## config.mk

```make
export PLATFORM = sky130hd
export DESIGN_NAME = hcsr04_echo_emulator
export DESIGN_NICKNAME = d
export VERILOG_FILES = /design/src/rtl/hcsr04_echo_emulator_pkg.sv /design/src/rtl/hcsr04_echo_emulator_trig_qualifier.sv /design/src/rtl/hcsr04_echo_emulator.sv
export SDC_FILE = /design/constraint.sdc
export NUM_CORES = 1
export LEC_CHECK = 0
export CORE_UTILIZATION = 60
export CTS_CLUSTER_DIAMETER = 30
export DETAILED_ROUTE_END_ITERATION = 12
export PLACE_DENSITY = 0.79
export SYNTH_ARGS = -nofsm -noshare
export SYNTH_HDL_FRONTEND = slang
export SYNTH_SLANG_ARGS = --single-unit
```

## constraint.sdc

```tcl
create_clock -name clk_50M -period 5.34 [get_ports clk_50M]
set_input_delay 1.068 -clock clk_50M [delete_from_list [all_inputs] [get_ports clk_50M]]
set_output_delay 1.068 -clock clk_50M [all_outputs]
set_load 0.02 [all_outputs]
```

## src/rtl/hcsr04_echo_emulator_pkg.sv

```systemverilog
// Shared state encoding, distance conversion constants and default timing for the
// HC-SR04 echo emulator; the ultrasonic controller imports the same K_NUM/K_DEN.
package hcsr04_echo_emulator_pkg;

   typedef enum logic [2:0] {
      IDLE,
      TRIG_HI,
      BURST,
      ECHO,
      HOLDOFF
   } state_e;

   // distance_mm = floor(K_NUM * N / K_DEN), N = echo width in 50 MHz cycles
   localparam int unsigned K_NUM = 34;
   localparam int unsigned K_DEN = 10000;

   localparam int unsigned TRIG_MIN_CYCLES_DEF = 450;
   localparam int unsigned TRIG_MAX_CYCLES_DEF = 50000;
   localparam int unsigned BURST_CYCLES_DEF    = 10000;
   localparam int unsigned MAX_MM_DEF          = 4000;
   localparam int unsigned NO_OBJ_CYCLES_DEF   = 1900000;
   localparam int unsigned HOLDOFF_CYCLES_DEF  = 1000;

   localparam int unsigned CNT_W = 21;
   localparam int unsigned ACC_W = 14;
   localparam int unsigned MM_W  = 16;

   function automatic logic is_object(input logic [MM_W-1:0] d, input int unsigned max_mm);
      return (d != '0) && (32'(d) <= max_mm);
   endfunction

endpackage

```

## src/rtl/hcsr04_echo_emulator_trig_qualifier.sv

```systemverilog
// Trigger front end: 2-flop synchronizer, edge detection and a saturating
// high-width counter that classifies each trigger fall as valid or invalid.
module trig_qualifier
   import hcsr04_echo_emulator_pkg::*;
#(
   parameter int unsigned TRIG_MIN_CYCLES = TRIG_MIN_CYCLES_DEF,
   parameter int unsigned TRIG_MAX_CYCLES = TRIG_MAX_CYCLES_DEF
) (
   input  logic clk_i,
   input  logic rst_ni,
   input  logic trig_i,
   output logic rise_o,
   output logic fall_valid_o,
   output logic fall_invalid_o
);

   localparam int unsigned      WID_W   = $clog2(TRIG_MAX_CYCLES + 2);
   localparam logic [WID_W-1:0] WID_SAT = WID_W'(TRIG_MAX_CYCLES + 1);
   localparam logic [WID_W-1:0] WID_MIN = WID_W'(TRIG_MIN_CYCLES);
   localparam logic [WID_W-1:0] WID_MAX = WID_W'(TRIG_MAX_CYCLES);

   logic             sync1_q;
   logic             trig_s_q;
   logic             trig_q;
   logic [1:0]       fill_q;
   logic             armed_q, armed_d;
   logic [WID_W-1:0] width_q, width_d;
   logic             fall;
   logic             width_ok;

   always_comb begin
      width_d = width_q;
      if (trig_s_q) begin
         if (!trig_q) begin
            width_d = WID_W'(1);
         end else if (width_q != WID_SAT) begin
            width_d = width_q + WID_W'(1);
         end
      end
      // Rises only count once trig_s has been seen low with a filled pipeline,
      // so a trigger already high when reset releases is ignored.
      armed_d  = armed_q | (fill_q[1] & ~trig_s_q);
      fall     = trig_q & ~trig_s_q;
      width_ok = (width_q >= WID_MIN) && (width_q <= WID_MAX);
   end

   assign rise_o         = trig_s_q & ~trig_q & armed_q;
   assign fall_valid_o   = fall & width_ok;
   assign fall_invalid_o = fall & ~width_ok;

   always_ff @(posedge clk_i) begin
      if (!rst_ni) begin
         sync1_q  <= 1'b0;
         trig_s_q <= 1'b0;
         trig_q   <= 1'b0;
         fill_q   <= '0;
         armed_q  <= 1'b0;
         width_q  <= '0;
      end else begin
         sync1_q  <= trig_i;
         trig_s_q <= sync1_q;
         trig_q   <= trig_s_q;
         fill_q   <= {fill_q[0], 1'b1};
         armed_q  <= armed_d;
         width_q  <= width_d;
      end
   end

endmodule

```

## src/rtl/hcsr04_echo_emulator.sv

```systemverilog
// HC-SR04 sensor emulator: qualifies a trigger, waits the burst delay, then drives
// an echo whose width is the exact inverse of floor(34*N/10000) millimetres.
module hcsr04_echo_emulator
   import hcsr04_echo_emulator_pkg::*;
#(
   parameter int unsigned TRIG_MIN_CYCLES = TRIG_MIN_CYCLES_DEF,
   parameter int unsigned TRIG_MAX_CYCLES = TRIG_MAX_CYCLES_DEF,
   parameter int unsigned BURST_CYCLES    = BURST_CYCLES_DEF,
   parameter int unsigned MAX_MM          = MAX_MM_DEF,
   parameter int unsigned NO_OBJ_CYCLES   = NO_OBJ_CYCLES_DEF,
   parameter int unsigned HOLDOFF_CYCLES  = HOLDOFF_CYCLES_DEF
) (
   input  logic            clk_50M,
   input  logic            reset,
   input  logic            trig_in,
   input  logic [MM_W-1:0] distance_mm,
   output logic            echo_out,
   output logic            busy,
   output logic            trig_err
);

   // Burst compares against BURST_CYCLES (not -1) to give the B+3 trig-to-echo latency.
   localparam logic [CNT_W-1:0] BURST_LAST   = CNT_W'(BURST_CYCLES);
   localparam logic [CNT_W-1:0] NO_OBJ_LAST  = CNT_W'(NO_OBJ_CYCLES - 1);
   localparam logic [CNT_W-1:0] HOLDOFF_LAST = CNT_W'(HOLDOFF_CYCLES - 1);
   localparam logic [ACC_W-1:0] ACC_STEP     = ACC_W'(K_NUM);
   localparam logic [ACC_W-1:0] ACC_DEN      = ACC_W'(K_DEN);

   logic trig_rise;
   logic fall_valid;
   logic fall_invalid;

   trig_qualifier #(
      .TRIG_MIN_CYCLES(TRIG_MIN_CYCLES),
      .TRIG_MAX_CYCLES(TRIG_MAX_CYCLES)
   ) u_trig_qualifier (
      .clk_i         (clk_50M),
      .rst_ni        (reset),
      .trig_i        (trig_in),
      .rise_o        (trig_rise),
      .fall_valid_o  (fall_valid),
      .fall_invalid_o(fall_invalid)
   );

   state_e            state_q, state_d;
   logic [CNT_W-1:0]  cnt_q, cnt_d;
   logic [ACC_W-1:0]  acc_q, acc_d;
   logic [ACC_W-1:0]  acc_sum;
   logic              acc_wrap;
   logic [MM_W-1:0]   mm_q, mm_d;
   logic [MM_W-1:0]   mm_next;
   logic [MM_W-1:0]   d_lat_q, d_lat_d;
   logic              obj_q, obj_d;
   logic              echo_q, echo_d;
   logic              busy_q, busy_d;
   logic              err_q, err_d;

   always_comb begin
      acc_sum  = acc_q + ACC_STEP;
      acc_wrap = (acc_sum >= ACC_DEN);
      mm_next  = mm_q + {{(MM_W-1){1'b0}}, acc_wrap};
   end

   always_comb begin
      state_d = state_q;
      cnt_d   = cnt_q;
      acc_d   = acc_q;
      mm_d    = mm_q;
      d_lat_d = d_lat_q;
      obj_d   = obj_q;
      echo_d  = echo_q;
      busy_d  = busy_q;
      err_d   = 1'b0;

      unique case (state_q)
         IDLE: begin
            if (trig_rise) begin
               state_d = TRIG_HI;
            end
         end

         TRIG_HI: begin
            if (fall_valid) begin
               d_lat_d = distance_mm;
               obj_d   = is_object(distance_mm, MAX_MM);
               busy_d  = 1'b1;
               cnt_d   = '0;
               state_d = BURST;
            end else if (fall_invalid) begin
               err_d   = 1'b1;
               state_d = IDLE;
            end
         end

         BURST: begin
            if (cnt_q == BURST_LAST) begin
               echo_d  = 1'b1;
               cnt_d   = '0;
               acc_d   = '0;
               mm_d    = '0;
               state_d = ECHO;
            end else begin
               cnt_d = cnt_q + CNT_W'(1);
            end
         end

         ECHO: begin
            if (obj_q) begin
               // Fractional mm accumulator; the echo ends on the cycle the
               // whole-mm count reaches the latched distance.
               acc_d = acc_wrap ? (acc_sum - ACC_DEN) : acc_sum;
               mm_d  = mm_next;
               if (acc_wrap && (mm_next == d_lat_q)) begin
                  echo_d  = 1'b0;
                  cnt_d   = '0;
                  state_d = HOLDOFF;
               end
            end else if (cnt_q == NO_OBJ_LAST) begin
               echo_d  = 1'b0;
               cnt_d   = '0;
               state_d = HOLDOFF;
            end else begin
               cnt_d = cnt_q + CNT_W'(1);
            end
         end

         HOLDOFF: begin
            if (cnt_q == HOLDOFF_LAST) begin
               busy_d  = 1'b0;
               cnt_d   = '0;
               state_d = IDLE;
            end else begin
               cnt_d = cnt_q + CNT_W'(1);
            end
         end

         default: begin
            state_d = IDLE;
            echo_d  = 1'b0;
            busy_d  = 1'b0;
            cnt_d   = '0;
         end
      endcase
   end

   always_ff @(posedge clk_50M) begin
      if (!reset) begin
         state_q <= IDLE;
         cnt_q   <= '0;
         acc_q   <= '0;
         mm_q    <= '0;
         d_lat_q <= '0;
         obj_q   <= 1'b0;
         echo_q  <= 1'b0;
         busy_q  <= 1'b0;
         err_q   <= 1'b0;
      end else begin
         state_q <= state_d;
         cnt_q   <= cnt_d;
         acc_q   <= acc_d;
         mm_q    <= mm_d;
         d_lat_q <= d_lat_d;
         obj_q   <= obj_d;
         echo_q  <= echo_d;
         busy_q  <= busy_d;
         err_q   <= err_d;
      end
   end

   assign echo_out = echo_q;
   assign busy     = busy_q;
   assign trig_err = err_q;

endmodule

```

### After elaboration in Yosys (flattened, before gate mapping)

Index checks and enable logic that the tools add are counted.

| cells by class | value |
|---|---|
| add/subtract/negate cells | 5 |
| multipliers | 0 |
| divide/modulo/power cells | 0 |
| magnitude comparators | 4 |
| equal/unequal tests | 18 |
| shift operators | 0 |
| mux-type cells | 35 |
| bitwise operators | 15 |
| reduce and logical (&&, ||, !) cells | 16 |

Operators with widths:

| operator | number |
|---|---|
| 2-to-1 mux 21 bit | 6 |
| one-hot mux 21 bit (5 select lines) | 1 |
| 2-to-1 mux 16 bit | 4 |
| 2-to-1 mux 14 bit | 3 |
| one-hot mux 16 bit (2 select lines) | 1 |
| one-hot mux 14 bit (2 select lines) | 1 |
| 2-to-1 mux 3 bit | 8 |
| adder 21 x 1 -> 21 bit, second input constant | 1 |
| equality test 21 x 10 -> 1 bit, second input constant | 1 |
| equality test 21 x 14 -> 1 bit, second input constant | 1 |
| equality test 21 bit, second input constant | 1 |
| adder 16 x 1 -> 16 bit | 1 |
| adder 16 x 1 -> 16 bit, second input constant | 1 |
| equality test 16 bit | 1 |
| greater-or-equal comparator 16 x 9 -> 1 bit, second input constant | 1 |
| <= comparator 16 x 12 -> 1 bit, second input constant | 1 |
| <= comparator 16 bit, second input constant | 1 |
| inequality test 16 bit, second input constant | 1 |
| nonzero test 16 bit | 1 |
| one-hot mux 3 bit (5 select lines) | 1 |
| adder 14 x 6 -> 14 bit, second input constant | 1 |
| greater-or-equal comparator 14 bit, second input constant | 1 |
| subtractor 14 bit, second input constant | 1 |
| inequality test 2 bit, second input constant | 6 |
| other kinds (17) | 47 |

| storage, ports and cells | value |
|---|---|
| bits in registers | 96 |
| latch bits | 0 |
| bits in writable memories | 0 |
| bits in read-only memories | 0 |
| input bits | 19 |
| output and inout bits | 3 |
| logic and storage cells | 109 |
| memories | 0 |

### Logic depth before layout (Yosys ltp)

| logic depth | value |
|---|---|
| depth in word-level cells | 8 |
| mapped depth | 22 |

### Modules after synthesis

A second synthesis with hierarchy kept.

| unflattened totals | value |
|---|---|
| cells, all modules | 802 |
| area total of the unflattened synthesis | 6238.5 um2 |

Modules (own cells, without submodules):

| module | instances | cells an instance | area an instance (um2) |
|---|---|---|---|
| hcsr04_echo_emulator | 1 | 649 | 4973.5 |
| trig_qualifier | 1 | 153 | 1265.0 |

### Worst setup path before layout

Ideal clock, no wire load.

| path | value |
|---|---|
| path type | flip-flop to flip-flop |
| start | reg acc_q[2] |
| end | reg cnt_q[13] |
| setup time | 115 ps |
| arrival | 4271 ps |
| data required time | 5225 ps |
| path slack | 955 ps |
| stages on the path, launching flop included | 22 |
| path buffers | 2 |
| period minus slack after synthesis | 4385 ps |
| path through | dfxtp_1 ha_1 clkbuf_1 and3_1 xor2_1 ha_1 nand2_1 o31ai_1 a21oi_1 o21ai_2 nand2_2 inv_2 ha_1 nand4_4 nor4_4 mux2_1 nor3b_1 o211a_1 a31o_2 buf_6 a31oi_1 o21a_1 |

| on the way | value |
|---|---|
| cells in the longest elaborated chain, start to end | 7 |

RTL lines:

| item | line | source |
|---|---|---|
| start, declared | hcsr04_echo_emulator.sv:47 | `logic [ACC_W-1:0] acc_q, acc_d;` |
| start signal, assigned | hcsr04_echo_emulator.sv:150 | `acc_q <= '0;` |
| start signal, assigned | hcsr04_echo_emulator.sv:160 | `acc_q <= acc_d;` |
| adder 14 x 6 -> 14 bit * | hcsr04_echo_emulator.sv:59 | `acc_sum = acc_q + ACC_STEP;` |
| greater-or-equal comparator 14 bit * | hcsr04_echo_emulator.sv:60 | `acc_wrap = (acc_sum >= ACC_DEN);` |
| adder 16 x 1 -> 16 bit | hcsr04_echo_emulator.sv:61 | `mm_next = mm_q + {{(MM_W-1){1'b0}}, acc_wrap};` |
| equality test 16 bit | hcsr04_echo_emulator.sv:113 | `if (acc_wrap && (mm_next == d_lat_q)) begin` |
| logical AND 1 bit * | hcsr04_echo_emulator.sv:113 |  |
| inequality test 3 bit (no source line) * | n/a |  |
| AND reduction 3 bit (no source line) * | n/a |  |
| end signal, assigned | hcsr04_echo_emulator.sv:159 | `cnt_q <= cnt_d;` |
| end, declared | hcsr04_echo_emulator.sv:46 | `logic [CNT_W-1:0] cnt_q, cnt_d;` |

Every way passes the cells marked *; elsewhere a longest branch is shown, timed or not.
A chain may end at the register's enable or synchronous reset.

### Final worst setup path

| path | value |
|---|---|
| start | reg acc_q[1] |
| end | reg state_q[0] |

| on the way | value |
|---|---|
| cells in the longest elaborated chain, start to end | 7 |

RTL lines:

| item | line | source |
|---|---|---|
| adder 14 x 6 -> 14 bit * | hcsr04_echo_emulator.sv:59 |  |
| greater-or-equal comparator 14 bit * | hcsr04_echo_emulator.sv:60 |  |
| adder 16 x 1 -> 16 bit | hcsr04_echo_emulator.sv:61 |  |
| equality test 16 bit | hcsr04_echo_emulator.sv:113 |  |
| logical AND 1 bit * | hcsr04_echo_emulator.sv:113 |  |
| inequality test 3 bit (no source line) * | n/a |  |
| AND reduction 6 bit (no source line) * | n/a |  |
| end signal, assigned | hcsr04_echo_emulator.sv:158 | `state_q <= state_d;` |
| end, declared | hcsr04_echo_emulator.sv:45 | `state_e state_q, state_d;` |

Marked as above.

==> run summary <==
On the worst path, the slowest cell contributes a delay of 500 ps. After synthesis the netlist holds a flip-flop and latch count of 95. The post-synthesis async set-or-reset flop share came out at 0. The part of the Yosys area used for sequential elements came out at 0.3348.

The number of buffers on the longest clock path is 2. Yosys attributes the largest share of cell area to dfxtp_1 33%, nand2_1 5.4%, nor2_1 5.4%, a21oi_1 4.1%, o21ai_0 4.0%. Final net count: 753. The critical path is of the reg -> reg type. In the synthesized netlist the dominant register cell turns out to be dfxtp_1. The number of global-route vias before repair came out at 4840. Most instantiated library cell after synthesis: dfxtp_1. Summed over all layers, the routed wires come to 13460 um. The per-instance average area after synthesis was 7.824 um2; the final global-route overflow total was 0. Number of port buffers: 21.

The flow ran to the end, and the final reports show no timing, DRC or antenna violations. In the post-route analysis, the smallest setup slack over all paths is 354.8 ps. Yosys mapped a number of flops with a built-in enable equal to 0. After legalization and detailed placement, the total HPWL measured 9073 um. From bottom edge to top edge, the die measures 99.30 um.

For the vias after detailed routing, the log shows 5426. Path type of the worst min-delay path: reg -> reg. The areal power density over the cells was 196.3 nW/um2. In this run the worst setup path terminates at state_q[0]. Number of hold violations in the final report: 0. Counting instances in the post-synthesis netlist gives the leading cell types as 95 x dfxtp_1, 82 x nand2_1, 81 x nor2_1, 47 x a21oi_1, 45 x o21ai_0.

Traced cell by cell, the critical path runs through ha_2 > and3_1 > xor2_1 > ha_1 > nand2_1 > o31ai_1 > a21oi_1 > o21ai_2 > nand2_2 > inv_2 > ha_1 > nand2_1 > nor4_1 > and3_1 > xnor2_1 > nor3_1 > a31oi_1 > o21ai_0 > a21oi_1. The number of failing setup endpoints in the final timing report was 0. The fraction of final layout cells sized beyond drive strength 1 was 0.06722; the flop-to-flop setup slack was 350 ps.

The number of library cell types mapped by synthesis is 79, and the initial core utilization is 0.6177. The tree is rooted in a clkbuf_8. First-pass GRT wire length: 22600 um. Data on the critical path is required at its endpoint by 5580 ps.

For the achievable frequency, the log shows 200.6 MHz. The number of warnings reported in the yosys synthesis log is 0. The switching fraction of total power was 0.2422; the net count after synthesis was 755. The run gives 3 as the number of H-tree levels. After synthesis the cells add up to 5680 um2. Entering global routing, the biggest net connects 48 pins. The combinational share of power was 0.032; the remaining max-slew budget at the tightest pin was 0.2953. The number of cells on the worst reg-to-reg path is 19.

Across the run, the number of max-cap violations was 0. In this run, the number of DRC markers left after iteration 0 of detailed routing was 404. Synthesis produced a netlist whose cell count is 726. The slowest stage of the critical path is the dfxtp_1 cell.

The number of antenna diodes in the final layout is 0. The first detailed-routing pass ran for 7 iterations. TritonCTS built the clock tree. Fill cells in the final layout number 801. After detailed routing, the number of vias per cell comes to 6.460.

The number of logic stages on the critical path including buffering is 19. The power share of the clock group was 0.368. The later-pin clock latency in the skew report was 370 ps; the core area was 9196 um2. After detailed routing, the average wire length per cell comes to 16.02 um.

The tools report the final standard cell utilization of the core as 0.6582. The run gives 202.4 ps as the worst setup timing slack at the placement stage. With fillers left out, the area of the finished cells amounts to 6053 um2. The number of placement rows is 35, and the post-route DRC violation count is 0. The nature of the critical path endpoint is a flop.

The tools report the startpoint of the worst register-to-register path as acc_q[1]. The worst-case IR drop observed on VDD is 117.4 uV. The tools report the routability congestion estimate from global placement as 0.9102. The area share of the largest cell type after synthesis was 0.3348. The synthesized design spends more area on one cell type than any other, namely dfxtp_1.

The area growth from synthesis to layout is 6.564%. Registers take 1902 um2. Actual transition at the worst max-transition pin: 1050 ps. The share of the clock period used by the worst path works out to 0.9336. TritonCTS created 9 clock buffers. For this design, the CTS-stage hold fixing added 0 buffers. The critical path arrival was 5230 ps; the post-route worst hold slack was 439.3 ps.

The power dissipated by switching net loads was 287.7 uW; the global router's overall resource usage was 0.2779. Tracing the worst setup path back leads to its startpoint at acc_q[1]. The highest net fanout along the worst path is 9. The count of buffer and inverter cells on the critical path came out at 1. In the final layout, the multi-input gates occupy 3495 um2.

The sequential share of power came out at 0.600. The die boundary width came out at 99.30 um. Counting I/O delays and the setup requirement, the final critical path takes 4985 ps. The tools report the area after detailed placement as 5854 um2. The clock skew after layout was 13.08 ps; the count of clock tree sinks was 95. For this design the top-level I/O count stands at 22. The detail route stage leaves a number of antenna-violating nets equal to 0. The leakage power is 0.002220 uW.

Reg-to-reg endpoint: state_q[0]. Among cell families on the critical path, the largest total delay comes from simple AND/OR/NAND/NOR gates. Startpoint class of the critical path: a flop. The logs give 900.4 uW for the internal power consumption and 0 for the count of pins over their slew limit. The die covers 9860 um2. The initial antenna violation count came out at 0.

The clock transition at the registers of the reported paths came out at 90 ps.
[sequential cells by signal, summed over array words and instances (netlist names)]
| name | cells |
|---|---|
| echo_out | 1 |
| state_q | 3 |
| cnt_q | 21 |
| acc_q | 13 |
| u_trig_qualifier.armed_q | 1 |
| obj_q | 1 |
| busy | 1 |
| u_trig_qualifier.width_q | 16 |
| u_trig_qualifier.sync1_q | 1 |
| u_trig_qualifier.fill_q | 2 |
| u_trig_qualifier.trig_s_q | 1 |
| mm_q | 16 |
| u_trig_qualifier.trig_q | 1 |
| trig_err | 1 |
| d_lat_q | 16 |
[layout by cell type, fill, tap and decap left out, drive strengths merged, types with 8 or more instances in the layout]
cell	synthesis	routed
dfxtp	95	95
and2	8	8
xor2	21	21
nand2	83	83
buf	17	9
a21oi	47	47
a31oi	18	18
nand4	11	11
xnor2	16	16
nor4	10	10
a41oi	12	12
nand3b	8	8
ha	10	10
clkdlybuf4s50	0	21
o21ai	47	47
nand3	28	28
or3	12	12
mux2i	19	19
nor2	81	81
clkbuf	26	10
inv	18	19
and3	15	15
nor3	30	30
[metal layers]
layer | vias to the layer above | GRT usage | wire length (um)
met5 | - | 0 | 0
met4 | 0 | 0.1029 | 246
met3 | 23 | 0.03373 | 772
met2 | 202 | 0.4653 | 6417
met1 | 2568 | 0.3682 | 6024
li1 | 2633 | - | -
[timing repair]
action	4_1_cts	5_1_grt
resized for setup	0	2
endpoints found under the setup margin	0	24
buffers inserted	0	2
[power by group through the flow]
stage | registers, uW | logic (uW) | clock network, uW
2_1_floorplan | 729 | 17.2 | 0
5_1_grt | 713 | 42.1 | 471
6_report | 713 | 38.2 | 437
3_3_place_gp | 729 | 37.1 | 0
3_5_place_dp | 729 | 38.3 | 0
4_1_cts | 713 | 38.5 | 444
[worst min-delay path by stage]
stage,start,to,slack (ps),cells past startpoint
global placement,u_trig_qualifier.fill_q[0],u_trig_qualifier.fill_q[1],420,1
finish,u_trig_qualifier.fill_q[0],u_trig_qualifier.fill_q[1],440,1
CTS,u_trig_qualifier.fill_q[0],u_trig_qualifier.fill_q[1],440,1
global route,u_trig_qualifier.fill_q[0],u_trig_qualifier.fill_q[1],460,1
floorplan,u_trig_qualifier.fill_q[0],u_trig_qualifier.fill_q[1],410,1
detailed placement,u_trig_qualifier.fill_q[0],u_trig_qualifier.fill_q[1],420,1
[final cells by class]
type	instances	share of cell area
inverters	18	0.01116
well taps	111	0.02294
multi-input cells	570	0.5773
clock inverters	6	0.007441
repair buffers	30	0.04589
flip-flops and latches	95	0.3142
clock buffers	10	0.02108
[per-stage QoR]
| step | std cells | power (uW) | TNS [ps] |
|---|---|---|---|
| global route | 840 | 1227 | -67.42 |
| floorplan | 726 | 746.0 | 0 |
| detailed placement | 822 | 767.7 | 0 |
| finish | 840 | 1188 | 0 |
| CTS | 838 | 1195 | 0 |
| global placement | 822 | 766.4 | 0 |
[kinds of logic after synthesis]
logic type / count (synthesis) / share of synthesized area
simple gates: 321 / 0.2905
compound gates: 182 / 0.2082
buf+inv: 61 / 0.05198
fa+ha+maj: 10 / 0.02203
flops: 95 / 0.3348
mux: 20 / 0.03546
xor+xnor: 37 / 0.05705
(Power assumes the default switching activity.)
